[config.mk]
export PLATFORM = sky130hd
export DESIGN_NAME = sram_arb2
export DESIGN_NICKNAME = d
export VERILOG_FILES = /design/src/rtl/sram_arb2.sv
export SDC_FILE = /design/constraint.sdc
export NUM_CORES = 1
export LEC_CHECK = 0
export ABC_AREA = 1
export CORE_ASPECT_RATIO = 2
export CORE_MARGIN = 8
export CORE_UTILIZATION = 39
export CTS_BUF_LIST = sky130_fd_sc_hd__clkbuf_4 sky130_fd_sc_hd__clkbuf_8
export DETAILED_ROUTE_END_ITERATION = 6
export PLACE_DENSITY = 0.89
export SYNTH_ARGS = -nofsm -noshare
export SYNTH_HDL_FRONTEND = slang
export SYNTH_SLANG_ARGS = --single-unit
[constraint.sdc]
create_clock -name hclk -period 2.2 [get_ports hclk]
set_clock_uncertainty 0.15 [all_clocks]
set_input_delay 0.66 -clock hclk [delete_from_list [all_inputs] [get_ports hclk]]
set_output_delay 0.66 -clock hclk [all_outputs]
set_load 0.005 [all_outputs]
[src/rtl/sram_arb2.sv]
// sram_arb2: two-port arbiter in front of a shared dual-bank 32-bit SRAM.
// m0 (AHB bridge) wins by default; m1 (DMA) is forced through after
// STARVE_LIMIT consecutive lost cycles. After reset an init phase zero-fills
// both banks before any grant is issued. Read data returns one cycle after
// the grant and is then held per port.
module sram_arb2 #(
  parameter int ADDR_W       = 13,
  parameter int STARVE_LIMIT = 4,
  parameter bit INIT_EN      = 1'b1
) (
  input  logic              hclk,
  input  logic              hreset,
  input  logic              m0_req,
  input  logic              m0_we,
  input  logic              m0_bank,
  input  logic [ADDR_W-1:0] m0_addr,
  input  logic [3:0]        m0_be,
  input  logic [31:0]       m0_wdata,
  output logic              m0_gnt,
  output logic              m0_rvalid,
  output logic [31:0]       m0_rdata,
  input  logic              m1_req,
  input  logic              m1_we,
  input  logic              m1_bank,
  input  logic [ADDR_W-1:0] m1_addr,
  input  logic [3:0]        m1_be,
  input  logic [31:0]       m1_wdata,
  output logic              m1_gnt,
  output logic              m1_rvalid,
  output logic [31:0]       m1_rdata,
  output logic              sram_clk,
  output logic [3:0]        bank0_cen,
  output logic [3:0]        bank1_cen,
  output logic              sram_w_en,
  output logic [ADDR_W-1:0] sram_addr,
  output logic [31:0]       sram_data,
  input  logic [31:0]       sram_q_b0,
  input  logic [31:0]       sram_q_b1,
  output logic              init_done
);

  localparam int                SC_W      = $clog2(STARVE_LIMIT + 1);
  localparam logic [SC_W-1:0]   SC_MAX    = SC_W'(STARVE_LIMIT);
  localparam logic [ADDR_W-1:0] INIT_LAST = '1;

  typedef enum logic {S_INIT, S_RUN} state_t;
  localparam state_t S_RST = INIT_EN ? S_INIT : S_RUN;

  state_t            state;
  state_t            state_nxt;
  logic [ADDR_W-1:0] init_cnt;
  logic [SC_W-1:0]   starve_cnt;
  logic              run;
  logic              force1;

  // Read-return stage: registered at the grant edge, consumed one cycle later
  logic              rd_vld_p1;
  logic              rd_port_p1;
  logic              rd_bank_p1;
  logic [31:0]       hold0_p1;
  logic [31:0]       hold1_p1;
  logic [31:0]       q_sel;

  assign sram_clk  = hclk;
  assign init_done = (state == S_RUN);

  // FSM state register; init restarts from scratch on every reset
  always_ff @(posedge hclk or negedge hreset) begin
    if (!hreset) state <= S_RST;
    else         state <= state_nxt;
  end

  // Leave INIT after the last word of the bank has been written
  always_comb begin
    state_nxt = state;
    if (state == S_INIT && init_cnt == INIT_LAST) state_nxt = S_RUN;
  end

  // Zero-fill address counter, only advances during INIT
  always_ff @(posedge hclk or negedge hreset) begin
    if (!hreset)               init_cnt <= '0;
    else if (state == S_INIT)  init_cnt <= init_cnt + ADDR_W'(1);
  end

  // Arbitration is purely combinational; the reset term keeps grants low while
  // hreset is asserted even though the requests may still be high.
  assign run    = hreset & (state == S_RUN);
  assign force1 = (starve_cnt == SC_MAX);
  assign m0_gnt = run & m0_req & ~(force1 & m1_req);
  assign m1_gnt = run & m1_req & (~m0_req | force1);

  // Count consecutive cycles m1 asks and loses; any win or idle cycle clears it
  always_ff @(posedge hclk or negedge hreset) begin
    if (!hreset) begin
      starve_cnt <= '0;
    end else if (state == S_RUN) begin
      if (m1_req & ~m1_gnt) begin
        if (starve_cnt != SC_MAX) starve_cnt <= starve_cnt + SC_W'(1);
      end else begin
        starve_cnt <= '0;
      end
    end
  end

  // SRAM drive: zero-fill in INIT, winner's fields in RUN, idle otherwise
  always_comb begin
    bank0_cen = 4'b1111;
    bank1_cen = 4'b1111;
    sram_w_en = 1'b1;
    sram_addr = '0;
    sram_data = '0;
    if (hreset) begin
      if (state == S_INIT) begin
        bank0_cen = 4'b0000;
        bank1_cen = 4'b0000;
        sram_w_en = 1'b0;
        sram_addr = init_cnt;
      end else if (m0_gnt) begin
        if (m0_bank) bank1_cen = ~m0_be;
        else         bank0_cen = ~m0_be;
        sram_w_en = ~m0_we;
        sram_addr = m0_addr;
        sram_data = m0_we ? m0_wdata : 32'h0;
      end else if (m1_gnt) begin
        if (m1_bank) bank1_cen = ~m1_be;
        else         bank0_cen = ~m1_be;
        sram_w_en = ~m1_we;
        sram_addr = m1_addr;
        sram_data = m1_we ? m1_wdata : 32'h0;
      end
    end
  end

  // Grant edge -> return cycle: remember who read and from which bank
  always_ff @(posedge hclk or negedge hreset) begin
    if (!hreset) begin
      rd_vld_p1  <= 1'b0;
      rd_port_p1 <= 1'b0;
      rd_bank_p1 <= 1'b0;
    end else begin
      rd_vld_p1  <= (m0_gnt & ~m0_we) | (m1_gnt & ~m1_we);
      rd_port_p1 <= m1_gnt;
      rd_bank_p1 <= m1_gnt ? m1_bank : m0_bank;
    end
  end

  assign q_sel     = rd_bank_p1 ? sram_q_b1 : sram_q_b0;
  assign m0_rvalid = rd_vld_p1 & ~rd_port_p1;
  assign m1_rvalid = rd_vld_p1 &  rd_port_p1;
  assign m0_rdata  = m0_rvalid ? q_sel : hold0_p1;
  assign m1_rdata  = m1_rvalid ? q_sel : hold1_p1;

  // Per-port hold registers capture the returned word at the end of rvalid
  always_ff @(posedge hclk or negedge hreset) begin
    if (!hreset) begin
      hold0_p1 <= '0;
      hold1_p1 <= '0;
    end else begin
      if (m0_rvalid) hold0_p1 <= q_sel;
      if (m1_rvalid) hold1_p1 <= q_sel;
    end
  end

endmodule

Yosys cells after proc, flatten, opt, wreduce, memory -nomap -nowiden:

Index checks and enable logic that the tools add are counted.

* output and inout port bits: 124
* register bits: 84
* input bits: 170

* multiplexer cells: 32
* bitwise gates (word level): 22
* eq/ne operators: 4
* add/subtract/negate cells: 2
* reductions and logical operators: 2

Operator list (count)
* $mux 32: 9
* $mux 13: 4
* $mux 4: 12
* $add 13x1->13 const B: 1
* $eq 13x13->1 const B: 1
* $and 1x1->1: 11
* $not 4->4: 2
* $not 1->1: 7
* $mux 3: 2
* $mux 1: 5
* $add 3x1->3 const B: 1
* $eq 3x3->1 const B: 1
* $ne 3x3->1 const B: 1
* $ne 2x1->1 const B: 1
* $or 1x1->1: 2
* $reduce_and 2->1: 1
* $logic_and 1x1->1: 1

Depth between registers and ports, before layout:

* depth in word-level cells: 7
* mapped depth: 9
* depth with buffers taken out: 8

==> impl_metrics.py <==
metrics = {
    "critical_path": {
        "endpoint_kind": "output port",
        "crit_slowest_cell": "dfrtp_1",
        "setup.worst_path.class": "reg2out",
        "arrival_ns": 2.19,
        "crit_fanout": 6,
        "cp_top_family": "buffers and inverters",
        "critical_path.max_stage_delay_ns": 0.42,
        "startpoint_type": "register",
        "cp.buffers_inverters": 6,
        "path_cells": "inv_2 -> ha_4 -> nand2_4 -> nand2_4 -> buf_12 -> nand2_8 -> nor2_4 -> buf_6 -> buf_16 -> buf_6 -> nand2_2 -> nand2_1 -> buf_2",
        "required_ns": 1.39,
    },
    "timing": {
        "slew_viol_final": 0,
        "setup_viol": 129,
        "postLayoutSetupSlackWorst_ns": -0.801,
        "post-route-period-util": 1.36,
        "hold_slack_ns": 0.0420,
        "min_period_ns": 3.00,
        "worst_pin_slew_ns": 0.540,
        "slew_headroom": 0.637,
        "grt_setup_unrepaired": "true",
        "fmax_mhz": 333,
        "finalHoldViolations": 0,
    },
    "yosys": {
        "ys.flop_type": "dfrtp_1",
        "synth_area_mm2": 0.00494,
        "yosysTopAreaCell": "dfrtp_1",
        "syn-num-nets": 859,
        "syn-instance-count": 686,
        "synth_seq_cells": 84,
        "synth_top_area_frac": 0.426,
        "ys_seq_area_frac": 0.426,
        "synth_edf_count": 0,
        "yosys-top-cells-count": "nand2_1, nand3_1, dfrtp_1",
        "ys_top_cells_by_area": "dfrtp_1, nand2_1, nand3_1",
        "synth_area_per_cell_um2": 7.20,
        "ys_warn_count": 0,
        "synth_most_common_cell": "nand2_1",
        "async_flop_share": 1.00,
        "synth_cell_types": 26,
    },
    "floorplan": {
        "die_x_um": 95.6,
        "io_pins": 294,
        "dieArea_mm2": 0.0167,
        "die_h_um": 175,
        "rows": 58,
        "coreArea_mm2": 0.0125,
        "initial_core_util": 0.396,
    },
    "routing": {
        "drc": 0,
        "vias_per_cell": 6.05,
        "drt-initial-drc-count": 710,
        "drtPass1Iterations": 7,
        "ant_nets": 0,
        "drt_wl_total_um": 39800,
        "routedWlPerCell_um": 30.3,
        "vias": 7926,
    },
    "run_status": {
        "status": "finished with violations",
        "violations": "negative setup slack",
    },
    "global_route": {
        "antenna_found_initial": 1,
        "grt_use_total": 0.303,
        "grt_pass1_vias": 7411,
        "grt_first_pass_wirelength_um": 38400,
        "grt.overflow.total": 0,
        "grt_max_degree": 50,
    },
    "placed_design": {
        "numPortBuffers": 293,
        "dp_hpwl_um": 16300,
        "gp_congestion": 0.946,
        "placed_cell_area_mm2": 0.00852,
    },
    "clock_network": {
        "hold_buffers": 0,
        "cts_tree": "built",
        "clk_pin_slew_worst_paths_ns": 0.10,
        "insertion_delay_ns": 0.49,
    },
    "power": {
        "powerDensity_mw_per_mm2": 305,
        "vdd_drop_max_mv": 0.300,
        "p_leak_nw": 5.94,
    },
    "cells_and_area": {
        "areaGrowthSynthToFinish_pct": 137,
        "fin_area_mm2": 0.0117,
        "drive_gt1_frac": 0.522,
        "regArea_mm2": 0.00210,
        "multi_input_area_mm2": 0.00373,
        "layout.nets": 1330,
        "nFillCells": 366,
    },
    "worst_hold_path": {
        "min_path_type": "in2async",
    },
    "job": {
        "cap_violations": 0,
    },
}
## area by class of cell
type / count / area share
diodes: 1 / 0.000214
clock buffers: 13 / 0.0151
clock inverters: 4 / 0.00235
inverters: 74 / 0.0252
multi-input cells: 487 / 0.318
flip-flops and latches: 84 / 0.180
well taps: 150 / 0.0160
repair buffers: 498 / 0.443
## timing repair
| item | in CTS | in global routing |
|---|---|---|
| cloned | 12 | 10 |
| pin swaps | 49 | 78 |
| gates resized for setup | 635 | 408 |
| setup endpoints to repair | 124 | 128 |
| setup buffers | 79 | 69 |
## logic make-up (layout without fill, tap and decap cells)
logic type / after synthesis / count (layout) / synth area share
buffers and inverters: 115 / 589 / 0.0937
AO/OA/AOI/OAI: 39 / 39 / 0.0408
other: 0 / 1 / 0
adder cells (fa/ha/maj): 3 / 3 / 0.00760
AND/OR/NAND/NOR: 406 / 406 / 0.347
multiplexers: 32 / 32 / 0.0730
flip-flops: 84 / 84 / 0.426
XOR/XNOR: 7 / 7 / 0.0124
## worst register-to-register path: cells and delay by family (launching register included)
kind	cells	cell delay (ns)
flops	1	0.42
fa+ha+maj	1	0.17
buf+inv	7	1.00
simple gates	5	0.51
## layout by cell type (no fill, tap or decap), types with 5 or more instances in the layout
master | Yosys | routed
dfrtp_1 | 84 | 83
nand3_4 | 0 | 5
nand2_1 | 276 | 141
nand4_1 | 7 | 7
buf_6 | 0 | 124
buf_12 | 0 | 26
clkbuf_16 | 0 | 9
buf_8 | 0 | 7
dlygate4sd2_1 | 0 | 10
nand2_2 | 2 | 65
mux2_4 | 0 | 32
buf_2 | 12 | 42
buf_16 | 0 | 8
o21ai_4 | 0 | 13
inv_1 | 73 | 66
nand2_4 | 0 | 68
nand3_2 | 0 | 40
nor2_1 | 16 | 16
nand3_1 | 90 | 45
nand3b_1 | 10 | 10
inv_2 | 1 | 5
clkdlybuf4s50_1 | 0 | 157
clkbuf_2 | 1 | 6
buf_4 | 4 | 108
o21ai_2 | 0 | 17
clkbuf_8 | 0 | 12
## metal layers
layer | vias to the layer above | global-route usage | share of wire
met5 | - | 0 | 0
met4 | 0 | 0.261 | 0.12
met3 | 346 | 0.0873 | 0.11
met2 | 763 | 0.536 | 0.49
met1 | 3719 | 0.263 | 0.28
li1 | 3098 | - | -
## flip-flops by register name, summed over array words and instances (netlist names)
name,cells
starve_cnt,3
hold0_p1,32
hold1_p1,32
init_cnt,13
init_done,1
rd_bank_p1,1
rd_vld_p1,1
rd_port_p1,1
## through the flow
stage                     setup slack (ns)  power, mW  instances  setup TNS, ns  utilization
after floorplan                     0.0402       1.70        686              0            -
after global placement               -1.17       2.14       1155        -102.58        0.682
after detailed placement             -1.22       2.15       1155        -106.23        0.682
after CTS                           -0.735       3.32       1260         -67.77        0.790
after global routing                -0.851       3.65       1311         -79.56        0.938
final                               -0.801       3.57       1311         -75.62        0.938
## power by group
part	total, mW	switching [mW]	internal, mW
sequential	1.55	0.00154	1.54
clock	1.22	0.679	0.539
combinational	0.805	0.382	0.422
## path summary, 6_finish.rpt
check | endpoint | from | depth (start not counted) | slack [ns]
setup / recovery | sram_data[27] | starve_cnt[0]$_DFFE_PN0P_ | 13 | -0.80
hold / removal | init_cnt[12]$_DFFE_PN0N_ | hreset | 2 | 0.04
setup reg to reg | starve_cnt[2]$_DFFE_PN0P_ | starve_cnt[0]$_DFFE_PN0P_ | 13 | -0.08
hold reg to reg | hold0_p1[16]$_DFF_PN0_ | hold0_p1[16]$_DFF_PN0_ | 1 | 0.36
max in group asynchronous | hold0_p1[6]$_DFF_PN0_ | hreset | 4 | 0.91
min in group hclk | hold0_p1[16]$_DFF_PN0_ | hold0_p1[16]$_DFF_PN0_ | 1 | 0.36
(Power assumes the default switching activity.)
